File: config.mk
export PLATFORM = sky130hd
export DESIGN_NAME = alu_16_sequencer
export DESIGN_NICKNAME = d
export VERILOG_FILES = /design/src/rtl/alu_16_sequencer.sv
export SDC_FILE = /design/constraint.sdc
export NUM_CORES = 1
export LEC_CHECK = 0
export BUFFER_PORTS_ARGS = -buffer_cell sky130_fd_sc_hd__buf_2
export CAP_MARGIN = 20
export CORE_ASPECT_RATIO = 1.25
export CORE_UTILIZATION = 52
export DETAILED_ROUTE_END_ITERATION = 6
export HOLD_SLACK_MARGIN = 0.06
export PLACE_DENSITY = 0.85
export SETUP_SLACK_MARGIN = 0.3
export SYNTH_ARGS = -nofsm -noshare
export SYNTH_HDL_FRONTEND = slang
export SYNTH_SLANG_ARGS = --single-unit
File: constraint.sdc
create_clock -name clk_i -period 4.4 [get_ports clk_i]
set_input_delay 0.88 -clock clk_i [delete_from_list [all_inputs] [get_ports clk_i]]
set_output_delay 0.88 -clock clk_i [all_outputs]
set_load 0.01 [all_outputs]
File: src/rtl/alu_16_sequencer.sv
// Command sequencer for a 16-bit cascaded-74181 ALU: registers ALU controls and operands,
// iterates A+A for multi-cycle shifts, and returns result/flags over a valid/ready handshake.
module alu_16_sequencer #(
  parameter int WIDTH = 16
) (
  input  logic             clk_i,
  input  logic             rst_i,
  input  logic             cmd_valid_i,
  output logic             cmd_ready_o,
  input  logic [1:0]       cmd_op_i,
  input  logic [3:0]       cmd_select_i,
  input  logic             cmd_mode_i,
  input  logic             cmd_cin_i,
  input  logic [WIDTH-1:0] cmd_a_i,
  input  logic [WIDTH-1:0] cmd_b_i,
  output logic [3:0]       alu_select_o,
  output logic             alu_mode_o,
  output logic             alu_cin_o,
  output logic [WIDTH-1:0] alu_a_o,
  output logic [WIDTH-1:0] alu_b_o,
  input  logic [WIDTH-1:0] alu_f_i,
  input  logic             alu_cout_i,
  input  logic             alu_equal_i,
  output logic             rsp_valid_o,
  input  logic             rsp_ready_i,
  output logic [WIDTH-1:0] rsp_result_o,
  output logic             rsp_carry_o,
  output logic             rsp_eq_o,
  output logic             rsp_gt_o,
  output logic             rsp_err_o
);

  typedef enum logic [1:0] {
    S_IDLE = 2'd0,
    S_EXEC = 2'd1,
    S_DONE = 2'd2
  } state_e;

  localparam logic [1:0] OP_RAW = 2'b00;
  localparam logic [1:0] OP_SHL = 2'b01;
  localparam logic [1:0] OP_CMP = 2'b10;

  state_e           state_q;
  logic [1:0]       op_q;
  logic [3:0]       cnt_q;
  logic             cmd_ready_q;
  logic             rsp_valid_q;
  logic [3:0]       alu_select_q;
  logic             alu_mode_q;
  logic             alu_cin_q;
  logic [WIDTH-1:0] alu_a_q;
  logic [WIDTH-1:0] alu_b_q;
  logic [WIDTH-1:0] rsp_result_q;
  logic             rsp_carry_q;
  logic             rsp_eq_q;
  logic             rsp_gt_q;
  logic             rsp_err_q;
  logic [3:0]       shl_cnt_s;

  assign shl_cnt_s = cmd_b_i[3:0];

  // Sequencer FSM: every output below is a flop updated only here.
  always_ff @(posedge clk_i) begin
    if (rst_i) begin
      state_q      <= S_IDLE;
      op_q         <= 2'b00;
      cnt_q        <= 4'd0;
      cmd_ready_q  <= 1'b1;
      rsp_valid_q  <= 1'b0;
      alu_select_q <= 4'd0;
      alu_mode_q   <= 1'b0;
      alu_cin_q    <= 1'b0;
      alu_a_q      <= '0;
      alu_b_q      <= '0;
      rsp_result_q <= '0;
      rsp_carry_q  <= 1'b0;
      rsp_eq_q     <= 1'b0;
      rsp_gt_q     <= 1'b0;
      rsp_err_q    <= 1'b0;
    end else begin
      case (state_q)
        S_IDLE: begin
          if (cmd_valid_i) begin
            op_q         <= cmd_op_i;
            cmd_ready_q  <= 1'b0;
            rsp_result_q <= '0;
            rsp_carry_q  <= 1'b0;
            rsp_eq_q     <= 1'b0;
            rsp_gt_q     <= 1'b0;
            rsp_err_q    <= 1'b0;
            case (cmd_op_i)
              OP_RAW: begin
                alu_select_q <= cmd_select_i;
                alu_mode_q   <= cmd_mode_i;
                alu_cin_q    <= cmd_cin_i;
                alu_a_q      <= cmd_a_i;
                alu_b_q      <= cmd_b_i;
                state_q      <= S_EXEC;
              end
              OP_CMP: begin
                // A minus B minus 1 with no carry in: F is all ones exactly when A == B.
                alu_select_q <= 4'b0110;
                alu_mode_q   <= 1'b0;
                alu_cin_q    <= 1'b1;
                alu_a_q      <= cmd_a_i;
                alu_b_q      <= cmd_b_i;
                state_q      <= S_EXEC;
              end
              OP_SHL: begin
                if (shl_cnt_s != 4'd0) begin
                  alu_select_q <= 4'b1100;
                  alu_mode_q   <= 1'b0;
                  alu_cin_q    <= 1'b1;
                  alu_a_q      <= cmd_a_i;
                  alu_b_q      <= '0;
                  cnt_q        <= shl_cnt_s;
                  state_q      <= S_EXEC;
                end else begin
                  rsp_result_q <= cmd_a_i;
                  rsp_valid_q  <= 1'b1;
                  state_q      <= S_DONE;
                end
              end
              default: begin
                rsp_err_q   <= 1'b1;
                rsp_valid_q <= 1'b1;
                state_q     <= S_DONE;
              end
            endcase
          end else begin
            cmd_ready_q <= 1'b1;
          end
        end
        S_EXEC: begin
          case (op_q)
            OP_RAW: begin
              rsp_result_q <= alu_f_i;
              rsp_carry_q  <= ~alu_cout_i;
              rsp_eq_q     <= alu_equal_i;
              rsp_gt_q     <= 1'b0;
              rsp_valid_q  <= 1'b1;
              state_q      <= S_DONE;
            end
            OP_CMP: begin
              rsp_result_q <= alu_f_i;
              rsp_carry_q  <= ~alu_cout_i;
              rsp_eq_q     <= alu_equal_i;
              rsp_gt_q     <= ~alu_cout_i;
              rsp_valid_q  <= 1'b1;
              state_q      <= S_DONE;
            end
            OP_SHL: begin
              // Each pass computes A+A; the carry out is the bit shifted off the top.
              alu_a_q     <= alu_f_i;
              rsp_carry_q <= rsp_carry_q | ~alu_cout_i;
              cnt_q       <= cnt_q - 4'd1;
              if (cnt_q == 4'd1) begin
                rsp_result_q <= alu_f_i;
                rsp_eq_q     <= alu_equal_i;
                rsp_valid_q  <= 1'b1;
                state_q      <= S_DONE;
              end else begin
                state_q <= S_EXEC;
              end
            end
            default: begin
              rsp_err_q   <= 1'b1;
              rsp_valid_q <= 1'b1;
              state_q     <= S_DONE;
            end
          endcase
        end
        S_DONE: begin
          if (rsp_ready_i) begin
            rsp_valid_q <= 1'b0;
            cmd_ready_q <= 1'b1;
            state_q     <= S_IDLE;
          end else begin
            rsp_valid_q <= 1'b1;
          end
        end
        default: begin
          rsp_valid_q <= 1'b0;
          cmd_ready_q <= 1'b1;
          state_q     <= S_IDLE;
        end
      endcase
    end
  end

  assign cmd_ready_o  = cmd_ready_q;
  assign rsp_valid_o  = rsp_valid_q;
  assign alu_select_o = alu_select_q;
  assign alu_mode_o   = alu_mode_q;
  assign alu_cin_o    = alu_cin_q;
  assign alu_a_o      = alu_a_q;
  assign alu_b_o      = alu_b_q;
  assign rsp_result_o = rsp_result_q;
  assign rsp_carry_o  = rsp_carry_q;
  assign rsp_eq_o     = rsp_eq_q;
  assign rsp_gt_o     = rsp_gt_q;
  assign rsp_err_o    = rsp_err_q;

endmodule

# After elaboration in Yosys (flattened, before gate mapping)
# Index checks and enable logic that the tools add are counted.
[classes]
add_sub_neg = 1
n_eq_ne = 21
mux = 53
n_bitwise = 3
reduce_logical = 23
[op_table]
columns = ["operator", "n"]
rows = [
  ["$pmux 16 s2", 5],
  ["$mux 16", 8],
  ["$mux 4", 5],
  ["$pmux 1 s2", 8],
  ["$reduce_and 4->1", 4],
  ["$mux 1", 14],
  ["$ne 2x2->1 const B", 7],
  ["$ne 3x3->1 const B", 4],
  ["$pmux 1 s3", 4],
  ["$pmux 4 s3", 1],
  ["$mux 2", 5],
  ["$reduce_and 5->1", 2],
  ["$reduce_and 3->1", 3],
  ["$pmux 4 s2", 1],
  ["$eq 2x1->1 const B", 3],
  ["$eq 2x2->1 const B", 3],
  ["$logic_not 2->1", 3],
  ["$pmux 2 s3", 1],
  ["$reduce_and 2->1", 3],
  ["$reduce_or 3->1", 2],
  ["$eq 4x1->1 const B", 1],
  ["$pmux 2 s2", 1],
  ["$reduce_bool 2->1", 2],
  ["$reduce_bool 4->1", 1],
  ["8 further kinds", 10],
]
[totals]
ff_bits = 68
in_bits = 62
output_inout_bits = 60
wordCells = 116

# Longest topological paths before layout
[logic_depth]
depth_word = 5
mapped_depth = 9

# Worst setup path after synthesis
# No wires, ideal clock.
[synth_timing]
kind = "input to register"
from = "in cmd_op_i[1]"
to = "reg alu_a_q[4] (netlist: alu_a_o[4])"
arrival_time_ns = 2.371
t_required_ns = 4.312
setup_slack_ns = 1.941
stages = 9
path_buffers = 3
path_cell_list = "inv_1 > ha_1 > buf_2 > nor3_1 > a211oi_4 > or2_1 > buf_6 > buf_6 > a311oi_2"
[synth_between]
elab_chain_cells = 5
word_cells_on_any_way = 10
cone_classes = "4 x eq/ne; 3 x mux; 3 x reduce/logical"
[synth_lines]
columns = ["item", "line", "text"]
rows = [
  ["start: declaration", "10", "input logic [1:0] cmd_op_i,"],
  ["$eq 2x2->1 / $logic_not 2->1 (equally long branches)", "91", "case (cmd_op_i)"],
  ["$reduce_or 2->1 (no source line)", "n/a", ""],
  ["$pmux 16 s2", "91", ""],
  ["$mux 16", "83", "if (cmd_valid_i) begin"],
  ["$pmux 16 s2", "81", "case (state_q)"],
  ["end signal: assignment", "96", "alu_a_q <= cmd_a_i;"],
  ["end signal: assignment", "105", "alu_a_q <= cmd_a_i;"],
  ["end signal: assignment", "114", "alu_a_q <= cmd_a_i;"],
  ["end: declaration", "51", "logic [WIDTH-1:0] alu_a_q;"],
]
# Parallel ways exist; a longest one is shown, timed or not. The select of a mux whose other input is x is not followed.
# A chain may end at the register's enable or synchronous reset.

# Worst setup path after layout
[layout_timing]
from = "in cmd_op_i[1]"
to = "reg rsp_result_q[15] (netlist: rsp_result_o[15])"
[layout_between]
elab_chain_cells = 4
[layout_lines]
columns = ["item", "line", "text"]
rows = [
  ["$eq 2x1->1", "91", ""],
  ["$mux 16", "91", ""],
  ["$mux 16", "83", ""],
  ["$pmux 16 s2", "81", ""],
  ["end signal: assignment", "119", "rsp_result_q <= cmd_a_i;"],
  ["end signal: assignment", "137", "rsp_result_q <= alu_f_i;"],
  ["end signal: assignment", "145", "rsp_result_q <= alu_f_i;"],
  ["end: declaration", "53", "logic [WIDTH-1:0] rsp_result_q;"],
]
# Every way passes these cells. The select of a mux whose other input is x is not followed.

==> metrics.yaml <==
outcome: "completed"
fin_setup_tns_ns: 0
nFillCells: 495
grt_max_degree: 47
holdCritPathClass: "register to register"
ys_ff_latch: 68
path_cells: "buf_2, inv_1, ha_1, clkinv_1, nor3_4, nand2_1, a311oi_1"
dp_slack_ns: 1.10
postSynthCellCount: 368
grt-ovfl-total: 0
cts-root-buf: "clkbuf_8"
drv_cap: 0
dieHeight_um: 88.8
rsz0062_at_grt: "no"
die-width_um: 71.4
totalWireLength_mm: 8.36
grtUsageTotal_pct: 27.5
antenna_found_initial: 0
critPathKind: "primary input to register"
r2r-start: "state_q[0]"
dieArea_mm2: 0.00634
h-tree-depth: 3
vias: 3146
drc: 0
synth.distinct_cells: 47
cts-resized-gates: 0
synth_top_area_share_pct: 43.4
finClkSkew_ns: 0.00746
drtAntennaViolNets: 0
crit_required_ns: 4.65
synth_top_cell_by_area: "dfxtp_1"
antenna_cells: 0
cts_tree: "built"
grt.met1_usage_pct: 32.1
fin_crit_ns: 2.92
min_path_cells: 2
cts_setup_buffers: 0
grt_pass1_wl_mm: 13.6
drive_above_1_share_pct: 32.9
r2r_end: "alu_a_o[8]"
ys_warn_count: 0
worstSkewPairLatency_ns: 0.34
multiInputGateArea_mm2: 0.00159
grt_util_met2_pct: 46.9
min_to: "alu_b_o[11]"
port_buffers: 121
final-seq-area_mm2: 0.00136
cts.sinks: 68
synth_top_cells_by_count: "76 x nand2_1, 68 x dfxtp_1, 42 x a21oi_1, 30 x a311oi_1, 22 x nor3_1"
dp_hpwl_mm: 5.67
netlist_area_mm2: 0.00313
hold_violations: 0
rows: 31
setup_viol: 0
synthesis.nets: 436
fmax_mhz: 342
start_kind: "primary input"
synth_async_sr_flop_share_pct: 0
numCtsBuffers: 9
place_congestion: 0.829
area_growth_syn_to_layout_pct: 24.0
io_pins: 122
netlist_top_cells_area: "dfxtp_1 43%, nand2_1 9.1%, a311oi_1 8.4%"
hp-start: "alu_b_o[11]"
path_clk_slew_ns: 0.07
final.period_utilization_pct: 66.4
crit_path_max_fanout: 17
grt_pass1_vias: 2936
drt-pass1-iter-count: 4
final_nets: 538
crit_arrival_ns: 3.17
p_per_area_mw_per_mm2: 390
critPathTopFamily: "simple AND/OR/NAND/NOR gates"
fin_total_pwr_mw: 1.51
r2r_cells: 5
ys_seq_area_share_pct: 43.4
cp-end-kind: "register"
timing.final.ws_setup_ns: 1.48
r2r_slack_ns: 1.98
stdcell_count: 540
tightest_slew_ns: 0.914
initial_core_util_pct: 53.9
cp_slowest_stage_delay_ns: 0.72
synth-main-ff-cell: "dfxtp_1"
use_met3_pct: 7.63
ir_worst_vdd_mv: 0.229
yosysMostFrequentCell: "nand2_1"
first_iter_violations: 273
syn_area_per_cell_um2: 8.52
slew_headroom_pct: 39.0
post-route-util_pct: 66.8
critPathSlowestCell: "nor3_4"
hold_buffers: 0
synth_edf_count: 0
crit_buf_inv: 3
grt-busiest-layer: "met2"
slew_violations: 0
p_leak_nw: 1.66
via_per_inst: 5.83
core_mm2: 0.00582
dp.cells: 525
wl_per_cell_um: 15.5
cts_buffer_depth: 2
-- cells by family (layout without fill, tap and decap cells) --
family                   count (synthesis)  after routing  synth area share (%)
AND/OR/NAND/NOR                        151            151                  23.8
flip-flops                              68             68                  43.4
adder cells (fa/ha/maj)                  6              6                  2.40
AO/OA/AOI/OAI                          103            103                  23.7
multiplexers                             2              2                 0.639
buffers and inverters                   38            144                  6.07
-- sequential cells by signal, summed over array words and instances, names as in the netlist --
register / cells
rsp_err_o: 1
cmd_ready_o: 1
alu_a_o: 16
alu_b_o: 16
alu_select_o: 4
alu_cin_o: 1
rsp_result_o: 16
rsp_valid_o: 1
op_q: 2
rsp_gt_o: 1
state_q: 2
cnt_q: 4
rsp_carry_o: 1
alu_mode_o: 1
rsp_eq_o: 1
-- stage by stage --
| step | instance area (um2) | hold WS (ns) |
|---|---|---|
| 2_1_floorplan | 3130 | 0.445 |
| 6_report | 3890 | 0.447 |
| 3_3_place_gp | 3680 | 0.436 |
| 5_1_grt | 3890 | 0.475 |
| 3_5_place_dp | 3680 | 0.441 |
| 4_1_cts | 3890 | 0.450 |
-- tightest hold or removal path, delay by kind of cell, from the launching register on --
family,cells,cell delay (ns)
compound gates,1,0.05
flops,1,0.31
simple gates,1,0.05
-- layout make-up --
cell class	instances	share of cell area [%]
multi-input cells	262	40.8
flip-flops and latches	68	35.0
repair buffers	124	16.2
clock buffers	12	4.25
well taps	66	2.12
clock inverters	3	1.16
inverters	5	0.483
-- how the worst max path moves through the flow --
stage,to,start,cells after the start,slack [ns]
floorplan,alu_a_o[4],cmd_op_i[1],9,1.94
global placement,rsp_result_o[13],cmd_op_i[1],7,1.22
detailed placement,rsp_result_o[15],cmd_op_i[1],7,1.10
CTS,rsp_result_o[15],cmd_op_i[1],7,1.45
global route,rsp_result_o[3],cmd_op_i[1],7,1.20
finish,rsp_result_o[15],cmd_op_i[1],7,1.48
-- placed cells by master (no fill, tap or decap), types with 2 or more instances in the layout --
cell type   instances
buf_2             121
nand2_1            76
dfxtp_1            68
a21oi_1            42
a311oi_1           30
nor3_1             22
nand3_1            17
clkbuf_8           12
nor2_1             11
a211oi_1            7
ha_1                6
nand3b_1            5
o21ai_0             5
inv_1               4
a21o_1              4
nand2b_1            3
buf_4               3
or3b_2              2
a211oi_4            2
a311oi_2            2
a211o_1             2
mux2i_1             2
or4b_2              2
o211ai_1            2
clkinvlp_4          2
-- where the power goes --
| part | internal [mW] | switching (mW) |
|---|---|---|
| Clock | 0.305 | 0.232 |
| Combinational | 0.117 | 0.165 |
| Sequential | 0.666 | 0.0296 |
-- metal layers --
| layer | vias up | routed length, um |
|---|---|---|
| met4 | 0 | 225 |
| met2 | 140 | 4190 |
| met5 | - | 0 |
| li1 | 1541 | - |
| met3 | 21 | 580 |
| met1 | 1444 | 3370 |
Note: power is estimated with default switching activity, not from simulation.
